## src/rtl/ysyx_22040127_lsu.sv

```systemverilog
// Load/store unit: one memory transaction per load/store, passthrough for other ops,
// result handed to writeback over a valid/ready handshake.
module ysyx_22040127_lsu #(
    parameter int unsigned XLEN = 64
) (
    input  logic            clk,
    input  logic            rst,
    input  logic            in_valid,
    output logic            in_ready,
    input  logic [2:0]      in_funct3,
    input  logic            in_memread,
    input  logic            in_memwrite,
    input  logic [XLEN-1:0] in_alu_output,
    input  logic [XLEN-1:0] in_store_data,
    output logic            mem_req_valid,
    input  logic            mem_req_ready,
    output logic            mem_req_wen,
    output logic [XLEN-1:0] mem_req_addr,
    output logic [XLEN-1:0] mem_req_wdata,
    output logic [7:0]      mem_req_wmask,
    input  logic            mem_resp_valid,
    input  logic [XLEN-1:0] mem_resp_rdata,
    output logic            out_valid,
    input  logic            out_ready,
    output logic [XLEN-1:0] out_result,
    output logic            out_misaligned
);

    typedef enum logic [1:0] {
        StIdle,
        StReq,
        StWait,
        StDone
    } state_e;

    state_e          r_state;
    state_e          w_state_next;

    logic [2:0]      r_funct3;
    logic [2:0]      r_off;
    logic            r_store;
    logic            r_req_wen;
    logic [XLEN-1:0] r_req_addr;
    logic [XLEN-1:0] r_req_wdata;
    logic [7:0]      r_req_wmask;
    logic [XLEN-1:0] r_result;
    logic            r_misaligned;

    logic [2:0]      w_off;
    logic [7:0]      w_size_mask;
    logic            w_misaligned;
    logic            w_is_mem;
    logic            w_is_store;
    logic            w_accept;
    logic            w_go_req;
    logic [XLEN-1:0] w_shifted;
    logic [XLEN-1:0] w_load_data;

    assign w_off      = in_alu_output[2:0];
    assign w_is_mem   = in_memread | in_memwrite;
    // A request flagged as both load and store is handled as a load.
    assign w_is_store = in_memwrite & ~in_memread;
    assign w_accept   = in_valid && (r_state == StIdle);
    assign w_go_req   = w_is_mem && !w_misaligned;

    // Decode access size into a lane mask and detect offsets not aligned to the size.
    always_comb begin
        w_size_mask  = 8'h01;
        w_misaligned = 1'b0;
        unique case (in_funct3[1:0])
            2'b00: begin
                w_size_mask  = 8'h01;
                w_misaligned = 1'b0;
            end
            2'b01: begin
                w_size_mask  = 8'h03;
                w_misaligned = w_off[0];
            end
            2'b10: begin
                w_size_mask  = 8'h0F;
                w_misaligned = |w_off[1:0];
            end
            default: begin
                w_size_mask  = 8'hFF;
                w_misaligned = |w_off;
            end
        endcase
    end

    // Align returned data to bit 0 and extend according to the latched funct3.
    always_comb begin
        w_shifted   = mem_resp_rdata >> {r_off, 3'b000};
        w_load_data = w_shifted;
        unique case (r_funct3)
            3'b000:  w_load_data = {{(XLEN-8){w_shifted[7]}}, w_shifted[7:0]};
            3'b001:  w_load_data = {{(XLEN-16){w_shifted[15]}}, w_shifted[15:0]};
            3'b010:  w_load_data = {{(XLEN-32){w_shifted[31]}}, w_shifted[31:0]};
            3'b100:  w_load_data = {{(XLEN-8){1'b0}}, w_shifted[7:0]};
            3'b101:  w_load_data = {{(XLEN-16){1'b0}}, w_shifted[15:0]};
            3'b110:  w_load_data = {{(XLEN-32){1'b0}}, w_shifted[31:0]};
            default: w_load_data = w_shifted;
        endcase
    end

    // Next-state logic of the transaction FSM.
    always_comb begin
        w_state_next = r_state;
        unique case (r_state)
            StIdle: begin
                if (w_accept) begin
                    w_state_next = w_go_req ? StReq : StDone;
                end
            end
            StReq: begin
                if (mem_req_ready) begin
                    w_state_next = r_store ? StDone : StWait;
                end
            end
            StWait: begin
                if (mem_resp_valid) begin
                    w_state_next = StDone;
                end
            end
            StDone: begin
                if (out_ready) begin
                    w_state_next = StIdle;
                end
            end
            default: w_state_next = StIdle;
        endcase
    end

    // State, latched instruction fields, request fields and result.
    always_ff @(posedge clk) begin
        if (!rst) begin
            r_state      <= StIdle;
            r_funct3     <= '0;
            r_off        <= '0;
            r_store      <= 1'b0;
            r_req_wen    <= 1'b0;
            r_req_addr   <= '0;
            r_req_wdata  <= '0;
            r_req_wmask  <= '0;
            r_result     <= '0;
            r_misaligned <= 1'b0;
        end else begin
            r_state <= w_state_next;
            if (w_accept) begin
                r_funct3     <= in_funct3;
                r_off        <= w_off;
                r_store      <= w_is_store;
                r_result     <= w_is_mem ? '0 : in_alu_output;
                r_misaligned <= w_is_mem && w_misaligned;
                if (w_go_req) begin
                    r_req_wen   <= w_is_store;
                    r_req_addr  <= {in_alu_output[XLEN-1:3], 3'b000};
                    r_req_wdata <= w_is_store ? (in_store_data << {w_off, 3'b000}) : '0;
                    r_req_wmask <= w_is_store ? (w_size_mask << w_off) : 8'h00;
                end
            end
            if ((r_state == StWait) && mem_resp_valid) begin
                r_result <= w_load_data;
            end
        end
    end

    assign in_ready       = (r_state == StIdle);
    assign mem_req_valid  = (r_state == StReq);
    assign mem_req_wen    = r_req_wen;
    assign mem_req_addr   = r_req_addr;
    assign mem_req_wdata  = r_req_wdata;
    assign mem_req_wmask  = r_req_wmask;
    assign out_valid      = (r_state == StDone);
    assign out_result     = r_result;
    assign out_misaligned = r_misaligned;

endmodule

```

## config.mk

```make
export PLATFORM = sky130hd
export DESIGN_NAME = ysyx_22040127_lsu
export DESIGN_NICKNAME = d
export VERILOG_FILES = /design/src/rtl/ysyx_22040127_lsu.sv
export SDC_FILE = /design/constraint.sdc
export NUM_CORES = 1
export LEC_CHECK = 0
export CELL_PAD_IN_SITES_DETAIL_PLACEMENT = 0
export CELL_PAD_IN_SITES_GLOBAL_PLACEMENT = 1
export CORE_ASPECT_RATIO = 1.5
export CORE_MARGIN = 4
export CORE_UTILIZATION = 33
export CTS_CLUSTER_DIAMETER = 80
export DETAILED_ROUTE_END_ITERATION = 7
export GPL_ROUTABILITY_DRIVEN = 0
export PLACE_DENSITY = 0.83
export SYNTH_ARGS = -nofsm -noshare
export SYNTH_HDL_FRONTEND = slang
export SYNTH_SLANG_ARGS = --single-unit
```

## constraint.sdc

```tcl
create_clock -name clk -period 2.9 [get_ports clk]
set_clock_uncertainty 0.05 [all_clocks]
set_input_delay 0.725 -clock clk [delete_from_list [all_inputs] [get_ports clk]]
set_output_delay 0.725 -clock clk [all_outputs]
set_load 0.02 [all_outputs]
```

==> summary.md <==
| Metric | Value |
|---|---|
| Resized Gates After CTS | `0` |
| Commonest non-fill, non-tap cell in the layout | `clkdlybuf4s50_1` |
| Synth Register Bits | `208` |
| CTS sink count | `208` |
| Area delta synth->final | `49.5%` |
| Initial Util | `33.6%` |
| Placement Rows | `between 80 and 90` |
| Pin count of the biggest net entering global routing | `68` |
| Clock period minus worst slack | `between 2 and 3 ns` |
| Post-route setup TNS | `0 ns` |
| Pleak | `just under 6 nW` |
| First-pass GRT wire length | `76.7 mm` |
| DIE WIDTH | `~160 um` |
| Hold Crit Class | `flip-flop to flip-flop` |
| Post-CTS Setup Repair Bufs | `0` |
| Clk slew on worst S/H paths | `~0.060 ns` |
| Cells after synthesis | `1261` |
| Port Buffers | `approximately 400` |
| Crit start category | `flip-flop` |
| Synth Cell Area | `~11000 sq um` |
| Fin crit share | `approximately 96%` |
| Most frequent cells in the layout | `402 x clkdlybuf4s50_1, 232 x nand2_1, 206 x dfxtp_1` |
| Io pins | `408` |
| Drt pass-1 iters | `6` |
| DR iter-0 viols | `1027` |
| Grt ovf | `0` |
| Post-CTS Hold Buffers | `0` |
| Max FO, Critical Path | `9` |
| RSZ-0062 raised after global routing | `false` |
| Ys flop type | `dfxtp_1` |
| Detailed-route via count | `about 12k` |
| Status | `complete, no violations` |
| Ys async rst share | `0%` |
| Worst Max-Slew Pin Slew | `between 0.9 and 1 ns` |
| NumNets Final | `roughly 1.8k` |
| Syn_area_per_cell | `8.97 sq um` |
| Routed Antenna Nets | `0` |
| Sequential element share of the synthesized area | `36.8%` |
| Synth area leader | `dfxtp_1` |
| Initial antenna violation count | `2` |
| Vias/cell | `5.83` |
| Maximum vdd drop | `around 0.32 mV` |
| Sw Ratio | `a little over a third` |
| Power density cells | `605 nW/um^2` |
| Post-placement cell count | `between 2k and 2.5k` |
| Fin area | `16900 sq um` |
| DRC violations left | `0` |
| Fmax | `approximately 0.36 GHz` |
| CTS HTree Levels | `1` |
| Longest Clk Path Bufs | `3` |
| Non-Filler Instances | `2074` |
| Comb power frac | `37.8%` |
| Total die area | `roughly 37000 sq um` |
| Share of layout cells above drive strength 1 | `between 10% and 20%` |
| Yosys cell types | `60` |
| Area after DPL | `about 16000 sq um` |
| Count of warnings emitted by yosys | `0` |
| MaxCap Viol Count | `0` |
| Power Internal | `around 0.0066 W` |
| Clock Power Share | `between 20 and 30%` |
| Top-area cell type share of the netlist area | `between 30% and 40%` |
| Core area | `around 34000 sq um` |
| Top cells by area, synth | `dfxtp_1 37%, mux4_2 8.6%, nand2_1 7.7%, mux2i_1 5.0%, a21oi_1 4.4%` |
| Final setup violation count | `0` |
| WS Path Type | `flip-flop to output port` |
| Number of global-route vias before repair | `between 10k and 15k` |
| Die H | `around 230 um` |
| Rel. slew slack | `between 30% and 40%` |
| Seq pwr share | `33.2%` |
| Final Max Tran Viols | `0` |
| Final WL | `about 52 mm` |
| Data arrival time of the critical path | `about 2.0 ns` |
| CTS tree | `yes` |
| Cts bufs inserted | `22` |
| Root buf cell | `clkbuf_16` |
| WL/cell | `25.3 um` |
| Clk_lat worst skew | `between 0.5 and 0.6 ns` |
| GRT Util Overall | `26.5%` |
| Hold Fails Final Rpt | `0` |
| Hpwl dp | `a little over 40 mm` |
| Psw | `approximately 0.0036 W` |
| Req. time, crit path | `2.12 ns` |
| Post-synth EDFFs | `0` |
| Nature of the critical path endpoint | `output port` |
| Fillers | `roughly 3.1k` |
## cell usage after synthesis, types with 16 or more instances
cell type	count
mux2i_1	56
nor2_1	103
nand2_1	233
a221oi_1	53
a211oi_1	33
a211oi_2	21
mux4_2	43
mux2_2	32
a222oi_1	16
a22oi_1	59
o21ai_0	26
a21oi_1	100
dfxtp_1	208
buf_2	32
clkbuf_1	80
## per-stage QoR
stage,total power (W),hold slack [ns],utilization [%],setup WS (ns)
after floorplan,0.00551,0.387,-,0.566
after global placement,0.00725,0.392,48.0,-0.0810
after detailed placement,0.00729,0.396,48.0,-0.0971
after CTS,0.0103,0.404,50.2,0.104
after global routing,0.0106,0.421,50.2,0.0155
final,0.0102,0.403,50.3,0.124
## power by group through the flow
stage	Combinational (W)	Clock, W	Sequential, W
2_1_floorplan	0.00179	0	0.00371
3_3_place_gp	0.00380	0	0.00345
3_5_place_dp	0.00384	0	0.00346
4_1_cts	0.00385	0.00302	0.00340
5_1_grt	0.00409	0.00311	0.00343
6_report	0.00387	0.00296	0.00340
## layer usage
layer / wire length, um / global-route usage (%) / vias to the layer above / part of all wire [%]
li1: - / - / 5476 / -
met1: 17500 / 27.1 / 5761 / 33
met2: 26300 / 47.4 / 712 / 50
met3: 4770 / 6.96 / 142 / 9.1
met4: 3870 / 16.9 / 2 / 7.4
met5: 13 / 0 / - / 0.025
## worst paths after layout
check                   startpoint          endpoint  slack (ns)  cells after the start
hold / removal    mem_req_addr[32]  mem_req_addr[32]        0.40                      2
hold reg to reg   mem_req_addr[32]  mem_req_addr[32]        0.40                      2
setup / recovery        r_state[0]          in_ready        0.12                      3
setup reg to reg          r_off[1]    out_result[20]        0.33                      5
## layout make-up
cell class / count / area (sq um) / share of cell area (%)
inverter: 11 / 46.3 / 0.274
timing repair buffer: 483 / 4880 / 28.9
tap: 420 / 526 / 3.11
clock buffer: 29 / 638 / 3.77
antenna: 1 / 2.50 / 0.0148
multi-input combinational: 913 / 6550 / 38.7
sequential: 208 / 4170 / 24.6
clock inverter: 9 / 105 / 0.621
## state kept, by name, indices dropped and copies added (netlist names)
signal / cells
mem_req_wen: 1
r_state: 2
out_misaligned: 1
mem_req_wmask: 8
r_funct3: 3
mem_req_wdata: 64
r_off: 3
out_result: 64
r_store: 1
mem_req_addr: 61
## worst max-delay path, stage by stage, from the launching register on
cell and delay, ns:
dfxtp_1 0.33, inv_1 0.12, ha_1 0.36, clkdlybuf4s50_1 0.67
## cells by family (layout without fill, tap and decap cells)
logic type                 Yosys count  after routing  synth area share [%]
AOI/OAI and AO/OA                  387            387                  25.7
buffers and inverters              142            532                  5.73
adders and majority gates            4              4                 0.443
muxes                              132            132                  16.8
DFF                                208            208                  36.8
and+or+nand+nor                    387            387                  14.4
other                                1              4                0.0332
No activity file was read; power rests on OpenSTA's default activity.
